`config.mk`:
```
export PLATFORM = sky130hd
export DESIGN_NAME = ssd_scan_decoder
export DESIGN_NICKNAME = d
export VERILOG_FILES = /design/src/rtl/ssd_pkg.sv /design/src/rtl/ssd_seg2hex.sv /design/src/rtl/ssd_scan_decoder.sv
export SDC_FILE = /design/constraint.sdc
export NUM_CORES = 1
export LEC_CHECK = 0
export CORE_MARGIN = 8
export CORE_UTILIZATION = 49
export DETAILED_ROUTE_END_ITERATION = 16
export GPL_TIMING_DRIVEN = 0
export PLACE_DENSITY_LB_ADDON = 0.25
export SLEW_MARGIN = 20
export SYNTH_ARGS = -nofsm -noshare
export SYNTH_HDL_FRONTEND = slang
export SYNTH_SLANG_ARGS = --single-unit
```
`constraint.sdc`:
```
create_clock -name ssd_scan_decoder_port_clk -period 3 [get_ports ssd_scan_decoder_port_clk]
set_input_delay 0.75 -clock ssd_scan_decoder_port_clk [delete_from_list [all_inputs] [get_ports ssd_scan_decoder_port_clk]]
set_output_delay 0.75 -clock ssd_scan_decoder_port_clk [all_outputs]
set_load 0.05 [all_outputs]
```
`src/rtl/ssd_pkg.sv`:
```
`default_nettype none
// ============================================================================
// Module      : ssd_pkg
// Description : Shared constants for the seven-segment scan decoder:
//               segment bit order, legal hex glyphs and FSM state encoding.
// Revision    : 1.0 - initial release
// ============================================================================
package ssd_pkg;

    // Segment bit positions within an active-high gfedcba pattern
    localparam int SEG_A = 0;
    localparam int SEG_B = 1;
    localparam int SEG_C = 2;
    localparam int SEG_D = 3;
    localparam int SEG_E = 4;
    localparam int SEG_F = 5;
    localparam int SEG_G = 6;
    localparam int SEG_W = SEG_G + 1;

    // Active-high glyphs for hex digits 0..F
    localparam logic [SEG_W-1:0] SEG_HEX_0 = 7'h3F;
    localparam logic [SEG_W-1:0] SEG_HEX_1 = 7'h06;
    localparam logic [SEG_W-1:0] SEG_HEX_2 = 7'h5B;
    localparam logic [SEG_W-1:0] SEG_HEX_3 = 7'h4F;
    localparam logic [SEG_W-1:0] SEG_HEX_4 = 7'h66;
    localparam logic [SEG_W-1:0] SEG_HEX_5 = 7'h6D;
    localparam logic [SEG_W-1:0] SEG_HEX_6 = 7'h7D;
    localparam logic [SEG_W-1:0] SEG_HEX_7 = 7'h07;
    localparam logic [SEG_W-1:0] SEG_HEX_8 = 7'h7F;
    localparam logic [SEG_W-1:0] SEG_HEX_9 = 7'h6F;
    localparam logic [SEG_W-1:0] SEG_HEX_A = 7'h77;
    localparam logic [SEG_W-1:0] SEG_HEX_B = 7'h7C;
    localparam logic [SEG_W-1:0] SEG_HEX_C = 7'h39;
    localparam logic [SEG_W-1:0] SEG_HEX_D = 7'h5E;
    localparam logic [SEG_W-1:0] SEG_HEX_E = 7'h79;
    localparam logic [SEG_W-1:0] SEG_HEX_F = 7'h71;

    // Scan-tracking FSM
    typedef enum logic [1:0] {
        ST_IDLE   = 2'd0,
        ST_SETTLE = 2'd1,
        ST_HOLD   = 2'd2
    } ssd_state_t;

endpackage
`default_nettype wire

```
`src/rtl/ssd_seg2hex.sv`:
```
`default_nettype none
// ============================================================================
// Module      : ssd_seg2hex
// Description : Combinational decode of an active-high gfedcba segment
//               pattern into a hex nibble plus a legal-glyph flag.
// Revision    : 1.0 - initial release
// ============================================================================
module ssd_seg2hex
    import ssd_pkg::*;
(
    input  logic [6:0] i_seg,
    output logic       o_legal,
    output logic [3:0] o_hex
);

    // Match against the sixteen legal glyphs; anything else (blank too) is illegal
    always_comb begin
        o_legal = 1'b1;
        o_hex   = 4'h0;
        case (i_seg)
            SEG_HEX_0: o_hex = 4'h0;
            SEG_HEX_1: o_hex = 4'h1;
            SEG_HEX_2: o_hex = 4'h2;
            SEG_HEX_3: o_hex = 4'h3;
            SEG_HEX_4: o_hex = 4'h4;
            SEG_HEX_5: o_hex = 4'h5;
            SEG_HEX_6: o_hex = 4'h6;
            SEG_HEX_7: o_hex = 4'h7;
            SEG_HEX_8: o_hex = 4'h8;
            SEG_HEX_9: o_hex = 4'h9;
            SEG_HEX_A: o_hex = 4'hA;
            SEG_HEX_B: o_hex = 4'hB;
            SEG_HEX_C: o_hex = 4'hC;
            SEG_HEX_D: o_hex = 4'hD;
            SEG_HEX_E: o_hex = 4'hE;
            SEG_HEX_F: o_hex = 4'hF;
            default:   o_legal = 1'b0;
        endcase
    end

endmodule
`default_nettype wire

```
`src/rtl/ssd_scan_decoder.sv`:
```
`default_nettype none
// ============================================================================
// Module      : ssd_scan_decoder
// Description : Observes a multiplexed seven-segment display bus, waits for
//               each digit to settle, decodes it and publishes a full frame
//               once every enabled digit has been captured.
// Revision    : 1.0 - initial release
// ============================================================================
module ssd_scan_decoder
    import ssd_pkg::*;
#(
    parameter int                DIGITS      = 8,
    parameter int                STABLE      = 4,
    parameter logic [DIGITS-1:0] ENABLE_MASK = DIGITS'(8'b0000_0011)
) (
    input  logic                  ssd_scan_decoder_port_clk,
    input  logic                  ssd_scan_decoder_port_rst,
    input  logic [6:0]            ssd_scan_decoder_port_ssd,
    input  logic [DIGITS-1:0]     ssd_scan_decoder_port_an,
    output logic [4*DIGITS-1:0]   ssd_scan_decoder_port_digits,
    output logic                  ssd_scan_decoder_port_frame_done,
    output logic                  ssd_scan_decoder_port_err
);

    localparam logic [3:0] c_CNT_MAX = 4'(STABLE - 1);

    logic [6:0]          r_ssd_meta, r_ssd_sync;
    logic [DIGITS-1:0]   r_an_meta, r_an_sync;
    logic [DIGITS+6:0]   w_s, r_s_prev;
    logic [3:0]          r_cnt;
    ssd_state_t          r_state, w_state_nxt;
    logic                w_eval;
    logic                w_change, w_an_none, w_one_hot;
    logic [DIGITS-1:0]   w_an_act;
    logic                w_legal;
    logic [3:0]          w_hex;
    logic                w_capture, w_frame;
    logic [4*DIGITS-1:0] r_shadow, w_shadow_nxt, r_digits;
    logic [DIGITS-1:0]   r_seen, w_seen_nxt;
    logic                r_frame_done, r_err;

    // Two-flop synchronizers; idle bus (all high) is the reset value
    always_ff @(posedge ssd_scan_decoder_port_clk or negedge ssd_scan_decoder_port_rst) begin
        if (!ssd_scan_decoder_port_rst) begin
            r_ssd_meta <= '1;
            r_ssd_sync <= '1;
            r_an_meta  <= '1;
            r_an_sync  <= '1;
        end else begin
            r_ssd_meta <= ssd_scan_decoder_port_ssd;
            r_ssd_sync <= r_ssd_meta;
            r_an_meta  <= ssd_scan_decoder_port_an;
            r_an_sync  <= r_an_meta;
        end
    end

    assign w_s       = {r_an_sync, r_ssd_sync};
    assign w_change  = (w_s != r_s_prev);
    assign w_an_none = &r_an_sync;
    assign w_an_act  = ~r_an_sync;
    assign w_one_hot = (w_an_act != '0) && ((w_an_act & (w_an_act - DIGITS'(1))) == '0);

    ssd_seg2hex u_seg2hex (
        .i_seg   (~r_ssd_sync),
        .o_legal (w_legal),
        .o_hex   (w_hex)
    );

    // Stability counter: restarts on any change of the sample, saturates at the threshold
    always_ff @(posedge ssd_scan_decoder_port_clk or negedge ssd_scan_decoder_port_rst) begin
        if (!ssd_scan_decoder_port_rst) begin
            r_s_prev <= '1;
            r_cnt    <= 4'd0;
        end else begin
            r_s_prev <= w_s;
            if (w_change)
                r_cnt <= 4'd0;
            else if (r_cnt != c_CNT_MAX)
                r_cnt <= r_cnt + 4'd1;
        end
    end

    // FSM state register
    always_ff @(posedge ssd_scan_decoder_port_clk or negedge ssd_scan_decoder_port_rst) begin
        if (!ssd_scan_decoder_port_rst)
            r_state <= ST_IDLE;
        else
            r_state <= w_state_nxt;
    end

    // FSM next state; a single evaluation strobe fires when a settled sample is reached
    always_comb begin
        w_state_nxt = r_state;
        w_eval      = 1'b0;
        case (r_state)
            ST_IDLE: begin
                if (w_change && !w_an_none)
                    w_state_nxt = ST_SETTLE;
            end
            ST_SETTLE: begin
                if (w_change) begin
                    w_state_nxt = w_an_none ? ST_IDLE : ST_SETTLE;
                end else if (r_cnt == c_CNT_MAX) begin
                    w_eval      = 1'b1;
                    w_state_nxt = ST_HOLD;
                end
            end
            ST_HOLD: begin
                if (w_change)
                    w_state_nxt = w_an_none ? ST_IDLE : ST_SETTLE;
            end
            default: w_state_nxt = ST_IDLE;
        endcase
    end

    assign w_capture = w_eval && w_one_hot && w_legal;

    // Post-capture view of shadow/seen, so a completing capture lands in the same frame
    always_comb begin
        w_shadow_nxt = r_shadow;
        w_seen_nxt   = r_seen;
        if (w_capture) begin
            for (int i = 0; i < DIGITS; i++) begin
                if (w_an_act[i]) begin
                    w_shadow_nxt[4*i +: 4] = w_hex;
                    w_seen_nxt[i]          = 1'b1;
                end
            end
        end
    end

    assign w_frame = ((w_seen_nxt & ENABLE_MASK) == ENABLE_MASK);

    // Capture storage, frame publication and sticky error
    always_ff @(posedge ssd_scan_decoder_port_clk or negedge ssd_scan_decoder_port_rst) begin
        if (!ssd_scan_decoder_port_rst) begin
            r_shadow     <= '0;
            r_seen       <= '0;
            r_digits     <= '0;
            r_frame_done <= 1'b0;
            r_err        <= 1'b0;
        end else begin
            r_shadow     <= w_shadow_nxt;
            r_seen       <= w_frame ? '0 : w_seen_nxt;
            r_frame_done <= w_frame;
            if (w_frame)
                r_digits <= w_shadow_nxt;
            if (w_eval && !(w_one_hot && w_legal))
                r_err <= 1'b1;
        end
    end

    assign ssd_scan_decoder_port_digits     = r_digits;
    assign ssd_scan_decoder_port_frame_done = r_frame_done;
    assign ssd_scan_decoder_port_err        = r_err;

endmodule
`default_nettype wire
```
# Word-level counts from Yosys, hierarchy flattened
# Cells that the tools add are included.
# classes
n_eq_ne,25
bitwise,3
n_reduce_logical,15
n_mux,26
n_addsub,2
# op_table
operator,count
$eq 7x7->1 const B,12
$pmux 4 s15,1
$mux 4,10
$mux 32,1
$reduce_or 16->1,1
$ne 15x15->1,1
$eq 7x3->1 const B,2
$eq 7x6->1 const B,2
$mux 2,6
$and 8x8->8,1
$logic_not 8->1,1
$not 8->8,1
$reduce_and 8->1,1
$reduce_bool 8->1,1
$sub 8x1->8 const B,1
$mux 1,7
$not 7->7,1
$logic_and 1x1->1,6
$pmux 2 s3,1
$add 4x1->4 const B,1
$eq 2x2->1 const B,2
$eq 4x2->1 const B,1
$ne 2x2->1 const B,2
$ne 4x2->1 const B,1
6 further kinds,7
# totals
output_inout_bits,34
ff_bits,119

# Longest topological paths before layout
# Gate-level depths: netlist of the first run.
# logic_depth
depth_word,10
ltp_mapped,11
ltp_nobuf,8

# Cells and area by module
# A second synthesis of the first run with hierarchy kept.
# unflattened
hier_cells,346
area_unflattened_um2,4868.4
# modules_own_cells
module,area_per_inst_um2,cells_each,seq_area_each_um2,instances
ssd_scan_decoder,4480.5,287,3034.2,1
ssd_seg2hex,387.9,59,0.0,1

# Worst setup path after synthesis of the first run
# No wires, ideal clock.
# synth_path
kind,reg-to-reg
start,reg r_ssd_sync[2]
end,"reg r_digits[24], in the netlist ssd_scan_decoder_port_digits[24]"
path_buffers,2
path_slack_ns,0.285
required_ns,2.875
t_arrival_ns,2.590
stages_incl_launch_ff,10
path_cell_list,dfstp_2 -> buf_2 -> xor2_1 -> nor4_1 -> nand4_1 -> or2_1 -> buf_2 -> nor4_2 -> mux2_2 -> mux2_4
# synth_between
word_cells_on_any_way,29
cone_classes,eq/ne: 18; mux: 7; bitwise: 1; reduce/logical: 3
# synth_lines
item,line,rtl
from (decl),ssd_scan_decoder.sv:27,"logic [6:0] r_ssd_meta, r_ssd_sync;"
from (signal assigned),ssd_scan_decoder.sv:51,r_ssd_sync <= r_ssd_meta;
$not 7->7 / $ne 15x15->1 (equally long branches),"ssd_scan_decoder.sv:64, ssd_scan_decoder.sv:58",
"$eq 7x6->1, or another cell as far along",ssd_seg2hex.sv:20,case (i_seg)
$reduce_or 16->1 (no line) / $mux 1 (equally long branches),-,
$mux 1 / $logic_and 1x1->1 (equally long branches),"ssd_seg2hex.sv:20, ssd_scan_decoder.sv:116",
$logic_and 1x1->1,ssd_scan_decoder.sv:116,assign w_capture = w_eval && w_one_hot && w_legal;
$mux 32 *,ssd_scan_decoder.sv:122,if (w_capture) begin
named net w_shadow_nxt[24],ssd_scan_decoder.sv:38,"logic [4*DIGITS-1:0] r_shadow, w_shadow_nxt, r_digits;"
to (signal assigned),ssd_scan_decoder.sv:147,r_digits <= w_shadow_nxt;
to (decl),ssd_scan_decoder.sv:38,
# Mark *: on every way through the listed nets, which the timed path passes. The rest lies on a longest branch.
# A chain may end at the register's enable or synchronous reset.

# Worst setup path after layout of the first run
# layout_path
start,reg r_ssd_sync[0]
end,"reg r_digits[30], in the netlist ssd_scan_decoder_port_digits[30]"
# The elaborated chain is that of the path after synthesis.

==> flow_summary.json, run 1 <==
{
  "final_cell_count_no_fill": 552,
  "setup_tns_ns": 0,
  "power_switching_w": 0.000880,
  "postSynthNetCount": 346,
  "synthDominantCellAreaShare_pct": 37.8,
  "cts_max_path_buffers": 2,
  "worstHoldPathType": "primary input to asynchronous set/reset pin",
  "synth_largest_area_cell": "dfrtp_1",
  "route.antenna.remaining_nets": 0,
  "criticalPathCategory": "register to register",
  "timing.hold.ws_ns": 0.148,
  "internal_power_w": 0.00290,
  "hold_viol": 0,
  "combPwrFrac_pct": 4.0,
  "ys_warn_count": 0,
  "postSynthAreaPerCell_sq_um": 14.9,
  "grt_start_max_net_pins": 82,
  "placeableCoreArea_sq_mm": 0.00973,
  "yosysUniqueCellTypes": 56,
  "met1_length_mm": 4.20,
  "route.final.wire_length_mm": 9.45,
  "boundaryPins": 51,
  "critPathLaunchType": "register",
  "drt_drc_violations_left": 0,
  "nets": 424,
  "cap_violations": 0,
  "cts.root.buffer_cell": "clkbuf_8",
  "power-per-cell-area_mw_per_mm2": 596,
  "critical_path.slowest_cell": "dfstp_2",
  "sequentialPowerShare_pct": 44.7,
  "route.detailed.vias_per_inst": 5.22,
  "timing.critical_path.required_ns": 3.37,
  "power.share.clock_pct": 51.3,
  "detailedRoute.firstIterationViolations": 134,
  "placed_area_sq_mm": 0.00561,
  "fp.dieW_microns": 116,
  "synthCells": 328,
  "first_global_vias": 3132,
  "routability_congestion": 0.863,
  "fin_crit_sh_pct": 97.9,
  "critPathMaxFanout": 7,
  "timing.critical_path.to_type": "register",
  "avgRoutedWirePerCell_microns": 17.1,
  "final.setup_skew_ns": 0.0132,
  "latest_clock_arrival_within_the_worst_skew_pair_ns": 0.50,
  "met2_wirelength_mm": 4.65,
  "power_leakage_nw": 2.87,
  "final_period_minus_worst_setup_slack_ns": 2.94,
  "gr-usage-all-layers_pct": 15.1,
  "h_tree_levels": 4,
  "antenna_cells": 0,
  "area_growth_from_synthesis_to_layout_pct": 29.3,
  "vdd_ir_drop_max_uv": 470,
  "cts_tree": "built",
  "route.top_layer_used": "met4",
  "yosysSeqAreaShare_pct": 61.9,
  "met3RoutedLength_microns": 436,
  "clk_pin_slew_ns": 0.06,
  "rows": 36,
  "dr.pass1.iters": 4,
  "place_inst": 513,
  "timing.critical_path.arrival_ns": 3.31,
  "timing.critical_path.from": "r_ssd_sync[0]",
  "status": "completed",
  "rsz0062_at_grt": "true",
  "clock_sink_count": 119,
  "drive_above_1_share_pct": 41.3,
  "sw_frac_of_total_pct": 23.3,
  "fillerInstances": 706,
  "tritoncts.num_buffers": 17,
  "die_height_microns": 116,
  "achievable-frequency_mhz": 340,
  "critical-path-max-stage-delay_ns": 0.58,
  "dp_hpwl_mm": 5.97,
  "synth.ff_latch_count": 119,
  "worst_r2r_startpoint": "r_ssd_sync[0]",
  "setup_viol_count_final": 0,
  "async_reset_ff_share_pct": 100,
  "finalMaxSlewViolations": 0,
  "worstPathCellList": "buf_4 -> nor3b_1 -> nor4b_4 -> nor4_2 -> and3_1 -> buf_6 -> nor4_4 -> mux2_2 -> mux2_1",
  "start_util_pct": 50.3,
  "final_util_pct": 65.1,
  "synth_enable_flop_cells": 0,
  "post-route-cell-area_sq_mm": 0.00634,
  "count_of_input_and_output_buffers": 50,
  "synth.area.top_cells": "dfrtp_1, dfstp_2, mux2_4",
  "floorplan.die_area_sq_mm": 0.0135,
  "mappedNetlistArea_sq_mm": 0.00490,
  "most_common_flop_cell_mapped_by_yosys": "dfrtp_1",
  "wire_length_of_the_first_global_routing_pass_mm": 15.6,
  "tightestPinTransition_ns": 0.572,
  "detailroute.via_count": 2879,
  "globalRoute.totalOverflow": 0,
  "number_of_antenna_violations_at_the_first_check_in_global_routing": 0,
  "timing.slew.headroom_pct": 61.5
}
-- power groups by stage --
stage / Sequential (W) / Combinational [W] / Clock (W)
4_1_cts: 0.00169 / 0.000143 / 0.00198
6_report: 0.00169 / 0.000150 / 0.00194
3_3_place_gp: 0.00171 / 0.000132 / 0
2_1_floorplan: 0.00171 / 0.0000655 / 0
3_5_place_dp: 0.00171 / 0.000141 / 0
5_1_grt: 0.00169 / 0.000167 / 0.00205
-- registers in the layout, indices dropped and copies added, names as in the netlist --
| register | cells |
|---|---|
| r_an_sync | 8 |
| r_seen | 2 |
| ssd_scan_decoder_port_digits | 32 |
| r_s_prev | 15 |
| r_state | 2 |
| r_cnt | 4 |
| ssd_scan_decoder_port_frame_done | 1 |
| r_ssd_meta | 7 |
| r_an_meta | 8 |
| r_ssd_sync | 7 |
| ssd_scan_decoder_port_err | 1 |
| r_shadow | 32 |
-- synth_stat cells, drive strengths merged, types with 2 or more instances --
cell type	count
a211oi	2
a21oi	5
and3	3
buf	12
clkbuf	2
dfrtp	74
dfstp	45
inv	2
mux2	64
mux2i	2
nand2	12
nand2b	6
nand3	7
nand3b	3
nand4	2
nand4b	2
nand4bb	2
nor2	12
nor3	9
nor3b	8
nor4	7
nor4b	2
o21a	3
o21ai	3
o41ai	2
or2	2
xnor2	4
xor2	15
-- critical path: cells and delay by family, from the launching register on --
| family | cells | cell delay [ns] |
|---|---|---|
| and+or+nand+nor | 5 | 1.26 |
| muxes | 2 | 0.70 |
| DFF | 1 | 0.58 |
| buffers and inverters | 2 | 0.28 |
-- cells in the final DEF, fill, tap and decap left out, drive strengths merged, types with 6 or more instances in the layout --
master / instances
clkbuf: 22
dfstp: 45
nor2: 12
inv: 8
xor2: 15
nor4: 7
nand2b: 6
dfrtp: 74
nor3: 9
mux2: 64
clkdlybuf4s50: 49
nand3: 7
nor3b: 8
nand2: 12
buf: 21
-- cell families (layout without fill, tap and decap cells) --
| kind of cell | after synthesis | in the layout | share of synthesized area, % |
|---|---|---|---|
| simple gates | 81 | 81 | 10.8 |
| flops | 119 | 119 | 61.9 |
| xor+xnor | 19 | 19 | 3.40 |
| buf+inv | 16 | 107 | 2.71 |
| mux | 66 | 66 | 17.1 |
| compound gates | 25 | 25 | 3.63 |
| fa+ha+maj | 2 | 2 | 0.460 |
-- final timing paths --
path	cells past startpoint	slack, ns	end
max reg2reg	9	0.06	ssd_scan_decoder_port_digits[30]
min in group ssd_scan_decoder_port_clk	0	0.35	r_an_sync[0]
min	1	0.15	ssd_scan_decoder_port_digits[18]
max	9	0.06	ssd_scan_decoder_port_digits[30]
max in group asynchronous	2	2.13	r_an_sync[5]
min reg2reg	0	0.35	r_an_sync[0]
-- repair_timing --
| action | CTS | global route |
|---|---|---|
| endpoints found under the hold margin | 0 | 0 |
| setup endpoints to repair | 32 | 32 |
| pin swaps | 6 | 5 |
| gates resized for setup | 3 | 21 |
| buffers inserted | 4 | 4 |
| hold buffers | 0 | 0 |
-- layout make-up --
| type | count | area, sq um | share of cell area [%] |
|---|---|---|---|
| clock inverters | 13 | 135 | 2.13 |
| well taps | 133 | 166 | 2.63 |
| multi-input cells | 193 | 1810 | 28.5 |
| flip-flops and latches | 119 | 3030 | 47.9 |
| clock buffers | 19 | 443 | 6.99 |
| repair buffers | 60 | 597 | 9.42 |
| inverters | 2 | 7.51 | 0.118 |
| plain buffers | 13 | 145 | 2.29 |
-- layer usage --
metal | vias to the layer above | track usage, %
met1 | 1458 | 18.1
met5 | - | 0
met4 | 0 | 6.22
met2 | 81 | 24.3
li1 | 1331 | -
met3 | 9 | 5.26
-- metrics by stage --
stage	worst slack, ns	total power [W]
6_report	0.0623	0.00378
5_1_grt	-0.0637	0.00391
3_3_place_gp	-3.07	0.00184
3_5_place_dp	-0.166	0.00185
4_1_cts	0.0390	0.00381
2_1_floorplan	0.285	0.00177
Power figures use the tool's default switching activity.
==> inputs of run 2 (changes only) <==
==> constraint.sdc (replaced) <==
create_clock -name ssd_scan_decoder_port_clk -period 3.45 [get_ports ssd_scan_decoder_port_clk]
set_input_delay 0.8625 -clock ssd_scan_decoder_port_clk [delete_from_list [all_inputs] [get_ports ssd_scan_decoder_port_clk]]
set_output_delay 0.8625 -clock ssd_scan_decoder_port_clk [all_outputs]
set_load 0.05 [all_outputs]
==> run 2 against run 1 <==
Sequential share of layout area up 1.2 points. Fmax down 6.1%. Design area down 2.4%. Combinational power down 19%. Core utilization down 1.5 points. Sequential power down 13%. Non-clock buffer count down 7. Register-to-register slack better by 0.26 ns. Worst setup slack better by 0.26 ns. Flip-flop and latch count unchanged. Highest routed layer unchanged.
==> flow_summary.json, run 2 (same netlist as run 1, synthesis figures left out) <==
{
  "status": "completed",
  "final_util_pct": 63.6,
  "setup_viol_count_final": 0,
  "detailedRoute.firstIterationViolations": 144,
  "met2_wirelength_mm": 4.49,
  "route.final.wire_length_mm": 9.16,
  "timing.reg2reg.setup_slack_ns": 0.32,
  "globalRoute.totalOverflow": 0,
  "cts_tree": "built",
  "critical_path.slowest_cell": "dfstp_2",
  "fp.dieW_microns": 116,
  "power.share.clock_pct": 51.5,
  "detailroute.via_count": 2840,
  "setup_tns_ns": 0,
  "power_leakage_nw": 2.78,
  "post-route-worst-setup-slack_ns": 0.320,
  "latest_clock_arrival_within_the_worst_skew_pair_ns": 0.51,
  "tritoncts.num_buffers": 17,
  "final_period_minus_worst_setup_slack_ns": 3.13,
  "cap_violations": 0,
  "area_growth_from_synthesis_to_layout_pct": 26.3,
  "combPwrFrac_pct": 3.7,
  "wire_length_of_the_first_global_routing_pass_mm": 15.4,
  "worstHoldPathType": "primary input to asynchronous set/reset pin",
  "critPathLaunchType": "register",
  "finalMaxSlewViolations": 0,
  "timing.critical_path.required_ns": 3.84,
  "first_global_vias": 3098,
  "achievable-frequency_mhz": 320,
  "critical-path-max-stage-delay_ns": 0.57,
  "rows": 36,
  "clk_pin_slew_ns": 0.06,
  "multi_input_comb_area_sq_mm": 0.00174,
  "drive_above_1_share_pct": 38.3,
  "vdd_ir_drop_max_uv": 408,
  "floorplan.die_area_sq_mm": 0.0135,
  "hold_viol": 0,
  "cpMostUsedCell": "buf_2",
  "gr-usage-all-layers_pct": 15.0,
  "timing.slew.headroom_pct": 58.7,
  "tightestPinTransition_ns": 0.615,
  "cts_repair_resize_count": 0,
  "sequentialPowerShare_pct": 44.8,
  "die_height_microns": 116,
  "dp_hpwl_mm": 5.97,
  "timing.critical_path.arrival_ns": 3.52,
  "cts.root.buffer_cell": "clkbuf_8",
  "met3RoutedLength_microns": 476,
  "sequential_cell_area_sq_mm": 0.00303,
  "ctsHoldBuffers": 0,
  "met1_length_mm": 4.04,
  "criticalPathCategory": "register to register",
  "clock_sink_count": 119,
  "fin_crit_sh_pct": 90.7,
  "dpl_worst_slack_ns": 0.284,
  "post_cts_buffers": 0,
  "worstPathCellList": "buf_2 -> xor2_1 -> nor4_1 -> nand4_1 -> or2_1 -> buf_2 -> nor4_2 -> mux2_2 -> mux2_4",
  "h_tree_levels": 4,
  "final.setup_skew_ns": 0.0138,
  "fillerInstances": 734,
  "grt_start_max_net_pins": 82,
  "critPathMaxFanout": 10,
  "route.top_layer_used": "met4",
  "crit_family": "simple AND/OR/NAND/NOR gates",
  "placeableCoreArea_sq_mm": 0.00973,
  "nets": 417,
  "number_of_buffer_and_inverter_instances_along_the_worst_setup_path": 2,
  "avgRoutedWirePerCell_microns": 16.8,
  "cts_max_path_buffers": 2,
  "layout_commonest_cell": "dfrtp_1",
  "route.antenna.remaining_nets": 0,
  "start_util_pct": 50.3,
  "count_of_input_and_output_buffers": 50,
  "routability_congestion": 0.863,
  "boundaryPins": 51,
  "drt_drc_violations_left": 0,
  "layout.cells.most_common_list": "dfrtp_1, clkdlybuf4s50_1, dfstp_2, mux2_2, mux2_4",
  "timing.critical_path.to_type": "register",
  "route.detailed.vias_per_inst": 5.21,
  "internal_power_w": 0.00251,
  "antenna_cells": 0,
  "sw_frac_of_total_pct": 23.3,
  "power_switching_w": 0.000763,
  "number_of_antenna_violations_at_the_first_check_in_global_routing": 0,
  "power-per-cell-area_mw_per_mm2": 529,
  "dr.pass1.iters": 4,
  "rsz0062_at_grt": "false"
}
[run 2: final timing paths]
path / from / end / cells past startpoint
max: r_ssd_sync[2] / ssd_scan_decoder_port_digits[27] / 9
min in group ssd_scan_decoder_port_clk: r_ssd_meta[5] / r_ssd_sync[5] / 0
min reg2reg: r_ssd_meta[5] / r_ssd_sync[5] / 0
max in group asynchronous: ssd_scan_decoder_port_rst / r_an_sync[5] / 2
min: ssd_scan_decoder_port_rst / ssd_scan_decoder_port_digits[18] / 1
max reg2reg: r_ssd_sync[2] / ssd_scan_decoder_port_digits[27] / 9
[run 2: per-stage QoR]
| step | power (W) | hold WS [ns] | cells | area (sq um) |
|---|---|---|---|---|
| 6_report | 0.00328 | 0.258 | 545 | 6190 |
| 5_1_grt | 0.00339 | 0.265 | 545 | 6190 |
| 4_1_cts | 0.00331 | 0.255 | 545 | 6190 |
| 3_5_place_dp | 0.00161 | 0.347 | 513 | 5610 |
| 3_3_place_gp | 0.00160 | 0.347 | 511 | 5570 |
| 2_1_floorplan | 0.00154 | 0.345 | 328 | 4900 |
[run 2: layout make-up]
| class | instances | share of cell area, % |
|---|---|---|
| multi-input combinational | 193 | 28.1 |
| clock inverter | 13 | 2.18 |
| timing repair buffer | 52 | 8.68 |
| clock buffer | 19 | 7.16 |
| inverter | 2 | 0.121 |
| sequential | 119 | 49.0 |
| tap | 133 | 2.69 |
| buffer | 14 | 2.02 |
[run 2: power by group through the flow]
stage / clock network [W] / logic [W] / registers (W)
6_report: 0.00169 / 0.000121 / 0.00147
3_5_place_dp: 0 / 0.000122 / 0.00149
5_1_grt: 0.00178 / 0.000137 / 0.00147
2_1_floorplan: 0 / 0.0000570 / 0.00148
4_1_cts: 0.00172 / 0.000123 / 0.00147
3_3_place_gp: 0 / 0.000115 / 0.00149
[run 2: layer usage]
layer	GRT usage (%)	vias up
met4	6.22	0
met1	18.0	1439
met2	24.0	75
li1	-	1315
met3	5.26	11
met5	0	-
==> inputs of run 3 (changes only) <==
--- a/config.mk
+++ b/config.mk
@@ -5,8 +5,10 @@
 export SDC_FILE = /design/constraint.sdc
 export NUM_CORES = 1
 export LEC_CHECK = 0
+export CELL_PAD_IN_SITES_DETAIL_PLACEMENT = 1
+export CELL_PAD_IN_SITES_GLOBAL_PLACEMENT = 2
 export CORE_MARGIN = 8
-export CORE_UTILIZATION = 49
+export CORE_UTILIZATION = 40
 export DETAILED_ROUTE_END_ITERATION = 16
 export GPL_TIMING_DRIVEN = 0
 export PLACE_DENSITY_LB_ADDON = 0.25
==> constraint.sdc (replaced) <==
create_clock -name ssd_scan_decoder_port_clk -period 3 [get_ports ssd_scan_decoder_port_clk]
set_input_delay 0.75 -clock ssd_scan_decoder_port_clk [delete_from_list [all_inputs] [get_ports ssd_scan_decoder_port_clk]]
set_output_delay 0.75 -clock ssd_scan_decoder_port_clk [all_outputs]
set_load 0.05 [all_outputs]
==> run 3 against run 2 <==
Design area rose by 3.2%. Worst hold slack improved by 0.0014 ns. Sequential share of layout area fell by 1.5 points. Via count rose by 0.95%. Count of clock-buffer cells in the layout rose by 3. Global-route usage fell by 0.16 points. Power rose by 15%. First-iteration DRC count fell by 16%. Cell count rose by 4.6%. Wire length rose by 18%. Combinational power rose by 31%.
==> flow_summary.json, run 3 (same netlist as run 1, synthesis figures left out) <==
{
  "criticalPathCategory": "register to register",
  "route.detailed.vias_per_inst": 5.03,
  "power_leakage_nw": 2.88,
  "route.antenna.remaining_nets": 0,
  "globalRoute.totalOverflow": 0,
  "nets": 428,
  "floorplan.die_area_sq_mm": 0.0160,
  "total_power_w": 0.00377,
  "layout.cells.most_common_list": "dfrtp_1, clkdlybuf4s50_1, dfstp_2, mux2_2, mux2_4",
  "timing.critical_path.to_type": "register",
  "dpl_worst_slack_ns": -0.403,
  "dp_hpwl_mm": 7.01,
  "route.final.wire_length_mm": 10.8,
  "fillerInstances": 1147,
  "post-route-worst-setup-slack_ns": 0.112,
  "cap_violations": 0,
  "detailedRoute.firstIterationViolations": 121,
  "worstHoldPathType": "primary input to asynchronous set/reset pin",
  "finalMaxSlewViolations": 0,
  "timing.critical_path.arrival_ns": 3.18,
  "hold_viol": 0,
  "gr-usage-all-layers_pct": 14.8,
  "ctsHoldBuffers": 0,
  "fp.dieW_microns": 127,
  "die_height_microns": 127,
  "final_util_pct": 53.4,
  "routability_congestion": 0.789,
  "critPathLaunchType": "register",
  "boundaryPins": 51,
  "placeableCoreArea_sq_mm": 0.0120,
  "timing.slew.headroom_pct": 64.2,
  "first_global_vias": 3360,
  "clock_sink_count": 119,
  "final.setup_skew_ns": 0.00926,
  "cts_max_path_buffers": 2,
  "final_cell_count_no_fill": 570,
  "area_growth_from_synthesis_to_layout_pct": 30.4,
  "drt_drc_violations_left": 0,
  "latest_clock_arrival_within_the_worst_skew_pair_ns": 0.41,
  "drive_above_1_share_pct": 41.4,
  "timing.critical_path.required_ns": 3.29,
  "tritoncts.num_buffers": 17,
  "count_of_input_and_output_buffers": 50,
  "wire_length_of_the_first_global_routing_pass_mm": 18.5,
  "cts.root.buffer_cell": "clkbuf_16",
  "antenna_cells": 0,
  "timing.reg2reg.setup_slack_ns": 0.11,
  "layout_commonest_cell": "dfrtp_1",
  "cts_tree": "built",
  "achievable-frequency_mhz": 346,
  "fin_crit_sh_pct": 96.3,
  "vdd_ir_drop_max_uv": 412,
  "clk_pin_slew_ns": 0.05,
  "status": "completed",
  "grt_start_max_net_pins": 75,
  "final_period_minus_worst_setup_slack_ns": 2.89,
  "place_inst": 527,
  "dr.pass1.iters": 4,
  "avgRoutedWirePerCell_microns": 19.0,
  "critPathMaxFanout": 6,
  "detailroute.via_count": 2867,
  "h_tree_levels": 4,
  "tightestPinTransition_ns": 0.535,
  "start_util_pct": 41.0,
  "power-per-cell-area_mw_per_mm2": 590,
  "rows": 40,
  "setup_viol_count_final": 0,
  "number_of_antenna_violations_at_the_first_check_in_global_routing": 0
}
-- run 3: cell count changes in the layout (fill, tap and decap cells not counted), sizes merged --
cell      before  now
clkinvlp       1    2
bufinv         1    2
clkbuf        21   24
buf           15   26
clkinv         5    6
inv            8    2
-- run 3: critical path, cell delays in order (launching register included) --
cell	delay (ns)
dfstp_2	0.57
buf_6	0.12
xor2_1	0.07
nor4_2	0.36
nand4_1	0.21
or2_1	0.30
buf_6	0.14
nor4_4	0.20
buf_4	0.18
mux2_2	0.34
mux2_1	0.29
-- run 3: path summary, 6_finish.rpt --
check	start	endpoint	cells past startpoint
worst max-delay path	r_ssd_sync[2]	ssd_scan_decoder_port_digits[29]	10
worst min-delay path	ssd_scan_decoder_port_rst	ssd_scan_decoder_port_digits[19]	1
worst max register to register	r_ssd_sync[2]	ssd_scan_decoder_port_digits[29]	10
worst min register to register	r_an_meta[7]	r_an_sync[7]	0
max in group asynchronous	ssd_scan_decoder_port_rst	r_an_sync[1]	2
min in group ssd_scan_decoder_port_clk	r_an_meta[7]	r_an_sync[7]	0
-- run 3: where the power goes --
part | switching, W | internal (W) | total [W]
clock | 0.000703 | 0.00121 | 0.00192
combinational | 0.0000940 | 0.0000655 | 0.000159
sequential | 0.0000282 | 0.00166 | 0.00169
total | 0.000826 | 0.00294 | 0.00377
-- run 3: repair_timing --
action | 4_1_cts | 5_1_grt
gates resized for setup | 8 | 22
buffers inserted | 4 | 8
pin swaps | 6 | 7
endpoints found under the setup margin | 44 | 32
-- run 3: layout make-up --
cell class	count	area, sq um	area share (%)
buffer	13	153	2.39
clock buffer	22	444	6.96
clock inverter	10	109	1.70
inverter	2	7.51	0.118
multi-input combinational	193	1820	28.4
sequential	119	3030	47.5
tap	147	184	2.88
timing repair buffer	64	639	10.0
-- run 3: routing by layer --
| layer | track usage [%] | up-vias | share of wire (%) |
|---|---|---|---|
| met5 | 0 | - | 0 |
| met2 | 23.3 | 41 | 49 |
| li1 | - | 1325 | - |
| met4 | 4.69 | 0 | 1.1 |
| met3 | 5.61 | 13 | 4.2 |
| met1 | 18.5 | 1488 | 46 |
-- run 3: through the flow --
stage / hold slack (ns) / cell area [sq um] / setup TNS, ns
after floorplan: 0.345 / 4900 / 0
after global placement: 0.346 / 5580 / -325.70
after detailed placement: 0.347 / 5630 / -11.68
after CTS: 0.268 / 6260 / 0
after global routing: 0.277 / 6390 / -0.332
final: 0.260 / 6390 / 0
